## config.mk

```make
export PLATFORM = sky130hd
export DESIGN_NAME = serial_adder
export DESIGN_NICKNAME = d
export VERILOG_FILES = /design/src/rtl/serial_adder.sv
export SDC_FILE = /design/constraint.sdc
export NUM_CORES = 1
export LEC_CHECK = 0
export ABC_CLOCK_PERIOD_IN_PS = 1550
export BUFFER_PORTS_ARGS = -buffer_cell sky130_fd_sc_hd__buf_4
export CAP_MARGIN = 20
export CELL_PAD_IN_SITES_DETAIL_PLACEMENT = 2
export CELL_PAD_IN_SITES_GLOBAL_PLACEMENT = 2
export CORE_MARGIN = 1.5
export CORE_UTILIZATION = 29
export DETAILED_ROUTE_END_ITERATION = 8
export GPL_TIMING_DRIVEN = 0
export PLACE_DENSITY = 0.71
export SLEW_MARGIN = 5
export SYNTH_ARGS = -nofsm -noshare
export SYNTH_HDL_FRONTEND = slang
export SYNTH_SLANG_ARGS = --single-unit
```

## constraint.sdc

```tcl
create_clock -name clk -period 1.55 [get_ports clk]
set_input_delay 0.155 -clock clk [delete_from_list [all_inputs] [get_ports clk]]
set_output_delay 0.155 -clock clk [all_outputs]
set_load 0.01 [all_outputs]
```

## src/rtl/serial_adder.sv

```systemverilog
// Bit-serial adder: one full-add stage per clock, LSB first, with a registered
// carry. Three-state controller (IDLE -> RUN for WIDTH cycles -> DONE).
module serial_adder #(
  parameter int WIDTH = 8
) (
  input  logic             clk,
  input  logic             rst,
  input  logic             start,
  input  logic [WIDTH-1:0] a,
  input  logic [WIDTH-1:0] b,
  input  logic             cin,
  output logic             busy,
  output logic             done,
  output logic [WIDTH-1:0] sum,
  output logic             cout
);

  localparam int CW = $clog2(WIDTH + 1);

  typedef enum logic [1:0] {
    IDLE = 2'd0,
    RUN  = 2'd1,
    DONE = 2'd2
  } state_t;

  state_t           state;
  state_t           next_state;
  logic             load;
  logic             step;
  logic             last_bit;

  logic [WIDTH-1:0] a_sr;
  logic [WIDTH-1:0] b_sr;
  logic [WIDTH-1:0] sum_sr;
  logic             carry;
  logic [CW-1:0]    cnt;

  logic             s_bit;
  logic             c_bit;

  // Single full-add stage on the operand LSBs and the registered carry.
  always_comb begin
    s_bit = a_sr[0] ^ b_sr[0] ^ carry;
    c_bit = (a_sr[0] & b_sr[0]) | (b_sr[0] & carry) | (carry & a_sr[0]);
  end

  assign last_bit = (cnt == CW'(WIDTH - 1));

  // State register.
  always_ff @(posedge clk) begin
    if (rst) begin
      state <= IDLE;
    end else begin
      state <= next_state;
    end
  end

  // Next-state decode and datapath control strobes.
  always_comb begin
    next_state = state;
    load       = 1'b0;
    step       = 1'b0;
    unique case (state)
      IDLE: begin
        if (start) begin
          load       = 1'b1;
          next_state = RUN;
        end
      end
      RUN: begin
        step = 1'b1;
        if (last_bit) begin
          next_state = DONE;
        end
      end
      DONE: begin
        if (start) begin
          load       = 1'b1;
          next_state = RUN;
        end else begin
          next_state = IDLE;
        end
      end
      default: begin
        next_state = IDLE;
      end
    endcase
  end

  // Operand/result shift registers, carry register and bit counter.
  always_ff @(posedge clk) begin
    if (rst) begin
      a_sr   <= '0;
      b_sr   <= '0;
      sum_sr <= '0;
      carry  <= 1'b0;
      cnt    <= '0;
    end else if (load) begin
      a_sr  <= a;
      b_sr  <= b;
      carry <= cin;
      cnt   <= '0;
    end else if (step) begin
      a_sr   <= {1'b0, a_sr[WIDTH-1:1]};
      b_sr   <= {1'b0, b_sr[WIDTH-1:1]};
      sum_sr <= {s_bit, sum_sr[WIDTH-1:1]};
      carry  <= c_bit;
      cnt    <= cnt + CW'(1);
    end
  end

  // The carry register holds the final carry-out once RUN has finished.
  assign busy = (state == RUN);
  assign done = (state == DONE);
  assign sum  = sum_sr;
  assign cout = carry;

endmodule

```

---- Word level (Yosys, flattened, before mapping) ----
Index checks and enable logic that the tools add are counted.
word-level totals
  flip-flop bits (word level) ............. 31
  input port bits ......................... 20
  output and inout port bits .............. 11
  word-level logic and storage cells ...... 39
cells by class
  add/sub/neg operators ................... 1
  equal/unequal tests ..................... 5
  multiplexer cells ....................... 13
  bitwise operators ....................... 8
  reduce and logical (&&, ||, !) cells .... 6
operators with widths
  cell                                                    number
  2-to-1 mux 8 bit                                        4
  2-to-1 mux 1 bit                                        6
  case mux 2 bit (3 select lines)                         1
  adder 4 x 1 -> 4 bit (second input constant)            1
  equality test 4 x 3 -> 1 bit (second input constant)    1
  2-to-1 mux 2 bit                                        2
  AND reduction 2 bit                                     2
  OR reduction 2 bit                                      2
  AND 1 bit                                               3
  equality test 2 x 1 -> 1 bit (second input constant)    1
  equality test 2 bit (second input constant)             1
  zero test 2 bit                                         1
  inequality test 2 x 1 -> 1 bit (second input constant)  1
  inequality test 2 bit (second input constant)           1
  bitwise OR 1 bit                                        2
  nonzero test 2 bit                                      1
  XOR 1 bit                                               2
  inverter 1 bit                                          1

---- Longest topological paths before layout ----
  word-level depth ........................ 5
  mapped depth ............................ 6
  depth with buffers taken out ............ 4

---- Worst setup path before layout ----
OpenSTA, ideal clock, no wires.
  path kind ............................... register to register
  start point ............................. reg state[1]
  end point ............................... reg cnt[3]
  library setup time ...................... 0.086 ns
  arrival time ............................ 1.090 ns
  required time ........................... 1.464 ns
  slack ................................... 0.375 ns
  stages on the path, launching flop included .. 5
  path buffers ............................ 1
  period minus slack after synthesis ...... 1.175 ns
  cells stage by stage .................... dfxtp_1 -> nand2b_1 -> buf_6 -> or3_1 -> a211oi_1
on the way
  word-level cells in the longest chain between the ends .. 4
  elaborated cells between the ends (all ways) .. 7
  those cells by class .................... eq/ne (2); mux (2); reduce/logical (3)
ends and longest elaborated chain
  what                                                    RTL line  RTL
  from (decl)                                             26        state_t state;
  from (signal assigned)                                  54        state <= next_state;
  equality test 2 bit or zero test 2 bit (tied branches)  63        unique case (state)
  OR reduction 2 bit (no line)                            -
  2-to-1 mux 1 bit                                        -
  OR reduction 2 bit (no line)                            -
  to (signal assigned)                                    108       cnt <= cnt + CW'(1);
  to (decl)                                               36        logic [CW-1:0] cnt;
Several ways; a longest one is shown, not always the timed one.
A chain may end at the register's enable or synchronous reset.

---- Final worst setup path ----
  start point ............................. reg state[1]
  end point ............................... out busy
on the way
  word-level cells in the longest chain between the ends .. 1
ends and longest elaborated chain
  what                          RTL line  RTL
  equality test 2 x 1 -> 1 bit  113       assign busy = (state == RUN);
  to (decl)                     12        output logic busy,
Every way passes these cells.

==> reports/qor.yml <==
cells_and_area:
  areaGrowthSynthToFinish_pct: 29.9
  nFillCells: 468
  seq_area_um2: 622
  layout.nets: 206
  n_antenna_cell: 0
  layout-drive-gt1-share_pct: 24.6
  multi_input_area_um2: 558
min_path:
  min_path_type: "in2reg"
  hp-start: "rst"
  holdPathStages: 2
  hold-path-endpoint: "cnt[3]"
clocking:
  clkTransAtPathRegs_ns: 0.06
  cts_root_buffer: "clkbuf_8"
  cts_setup_buffers: 0
  htreeDepth: 2
  cts_tree: "built"
  cts.sinks: 31
  cts_made_buffers: 5
  clkLatencyLatePin_ns: 0.28
  cts_buffer_depth: 2
power_and_ir_drop:
  p_total_uw: 1690
  p_switching_uw: 450
  vdd_drop_max_mv: 0.402
  clockPowerShare_pct: 34.5
  pwr_density_cell_mw_per_mm2: 1050
  intPower_uw: 1240
  p_seq_share_pct: 51.5
  pwr-share-comb_pct: 14.0
  p_sw_share_pct: 26.6
  total_leakage_power_uw: 0.000635
floorplanning:
  dieArea_mm2: 0.00468
  dieWidth_um: 68.4
  die_h_um: 68.4
  io-pin-count: 31
  core_area_mm2: 0.00406
  row_count: 23
  start_util_pct: 30.6
detailed_routing:
  antenna_left: 0
  dr.first_iter.drc_count: 44
  wirelength_um: 3830
  vias: 1181
  drcViolationCount: 0
  first_pass_iters: 4
  post_drt_wl_per_cell_um: 16.4
  vias_per_cell: 5.07
timing:
  worst_hold_slack_ns: 0.0765
  clock.fmax_mhz: 691
  slew_violations: 0
  fin_skew_ns: 0.00507
  rsz0062_at_grt: "false"
  fin_crit_sh_pct: 93.3
  min_period_ns: 1.45
  setup_tns_ns: 0
  hold_viol: 0
  tightest_slew_ns: 0.510
  max-slew-margin-rel_pct: 66.0
  setup_viol: 0
yosys:
  synth_seq_cells: 31
  seq_area_frac_synth_pct: 50.1
  yosys_warnings: 0
  syn_avg_cell_area_um2: 8.43
  synthCells: 147
  synth_area_mm2: 0.00124
  yosysUniqueCellTypes: 27
  syn_nets: 169
global_route:
  gr-usage-all-layers_pct: 18.6
  grt_pass1_vias: 1255
  antenna_found_initial: 0
  overflow: 0
  grt_pass1_wl_um: 6120
  grt_max_degree: 11
critical_path:
  required_ns: 1.39
  slowest_stage: "dfxtp_1"
  cp_cell_sequence: "nand2b_1 > buf_6 > inv_4 > buf_6 > buf_4"
  cp.arrival_ns: 1.29
  r2r_start: "state[1]"
  slowest_delay_ns: 0.32
  rr_endpoint: "a_sr[6]"
  cp_max_fo: 10
  crit_type: "reg2out"
  ff2ff_setup_slack_ns: 0.20
  start_kind: "flip-flop"
  crit_top_cell: "buf_6"
  ff2ff_path_depth: 6
  critPathCaptureType: "primary output"
placed_design:
  numPortBuffers: 30
  place_congestion: 0.780
  hpwlAfterDp_um: 2870
run:
  drv_cap: 0
status:
  status: "finished clean"
## state kept, by name, summed over array words and instances (netlist names)
signal	count
b_sr	8
a_sr	8
state	2
sum	8
cnt	4
cout	1
## power groups by stage
stage               registers, uW  clock network (uW)  logic (uW)
floorplan                     883                   0         134
global placement              885                   0         228
detailed placement            890                   0         238
CTS                           873                 605         243
global route                  879                 637         267
finish                        873                 584         238
## per-layer routing
metal  GRT usage [%]  part of all wire [%]  vias up
met1            20.9                    43      568
met5               0                     0        -
li1                -                     -      584
met2            33.2                    51       24
met4            6.75                   1.4        0
met3            5.26                   4.3        5
## critical path: cells and delay by family (launching register included)
kind	cells	cell delay, ns
AND/OR/NAND/NOR	1	0.15
buffers and inverters	4	0.55
flip-flops	1	0.32
## timing repair
| item | 4_1_cts | 5_1_grt |
|---|---|---|
| hold buffers | 0 | 0 |
| resized for setup | 2 | 2 |
| endpoints found under the setup margin | 1 | 1 |
## cell type report
class / instances / share of cell area (%)
buffer: 10 / 3.73
clock buffer: 6 / 4.51
inverter: 2 / 0.622
multi-input combinational: 104 / 34.7
sequential: 31 / 38.6
tap: 50 / 3.89
timing repair buffer: 30 / 14.0
## metrics by stage
stage                     worst slack, ns  instance area [um^2]  std cells  utilization, %
final                               0.103                  1610        233            39.7
after global routing               0.0108                  1610        233            39.7
after CTS                         0.00551                  1610        233            39.6
after detailed placement            0.107                  1530        227            37.7
after global placement              0.130                  1530        227            37.7
after floorplan                     0.375                  1240        147               -
## synth_stat cells
| cell type | count | share of area, % |
|---|---|---|
| nand2_1 | 35 | 11 |
| ha_1 | 1 | 1.0 |
| xor2_1 | 1 | 0.71 |
| nor2_1 | 1 | 0.30 |
| nor4b_1 | 1 | 0.71 |
| dfxtp_1 | 31 | 50 |
| and2b_1 | 1 | 0.61 |
| o21ai_0 | 10 | 4.0 |
| fa_1 | 1 | 1.6 |
| nand2b_1 | 2 | 1.0 |
| nor2b_1 | 1 | 0.50 |
| mux2i_1 | 2 | 1.6 |
| nand3_1 | 6 | 2.4 |
| buf_2 | 7 | 2.8 |
| a21oi_1 | 14 | 5.7 |
| buf_6 | 1 | 0.91 |
| o22ai_1 | 2 | 1.0 |
| nor3_1 | 8 | 3.2 |
| or3_1 | 1 | 0.50 |
| nand3b_1 | 2 | 1.2 |
| a31oi_1 | 9 | 4.5 |
| inv_2 | 1 | 0.30 |
| clkbuf_1 | 2 | 0.61 |
| inv_1 | 1 | 0.30 |
| a22oi_1 | 4 | 2.4 |
| xnor2_1 | 1 | 0.71 |
| a211oi_1 | 1 | 0.61 |
## placed cells by master, fill, tap and decap left out, drive strengths merged, types with 2 or more instances in the layout
master,synthesis,final
buf,8,38
nand2,35,35
dfxtp,31,31
a21oi,14,14
o21ai,10,10
a31oi,9,9
nor3,8,8
clkbuf,2,8
nand3,6,6
a22oi,4,4
nand2b,2,2
nand3b,2,2
mux2i,2,2
o22ai,2,2
inv,2,2
## logic make-up (layout without fill, tap and decap cells)
kind of cell	Yosys count	count (layout)	synth area share [%]
adders and majority gates	2	2	2.62
DFF	31	31	50.1
AOI/OAI and AO/OA	40	40	18.3
xor gates and xnor gates	2	2	1.41
buffers and inverters	12	48	4.94
muxes	2	2	1.61
and+or+nand+nor	58	58	21.1
## worst max-delay path by stage
stage	from	to	slack, ns	cells past startpoint
after detailed placement	state[0]	a_sr[6]	0.11	6
after CTS	state[0]	busy	0.006	5
after global placement	state[0]	a_sr[6]	0.13	6
after global routing	state[1]	busy	0.01	5
after floorplan	state[1]	cnt[3]	0.37	4
final	state[1]	busy	0.10	5
Power figures use the tool's default switching activity.
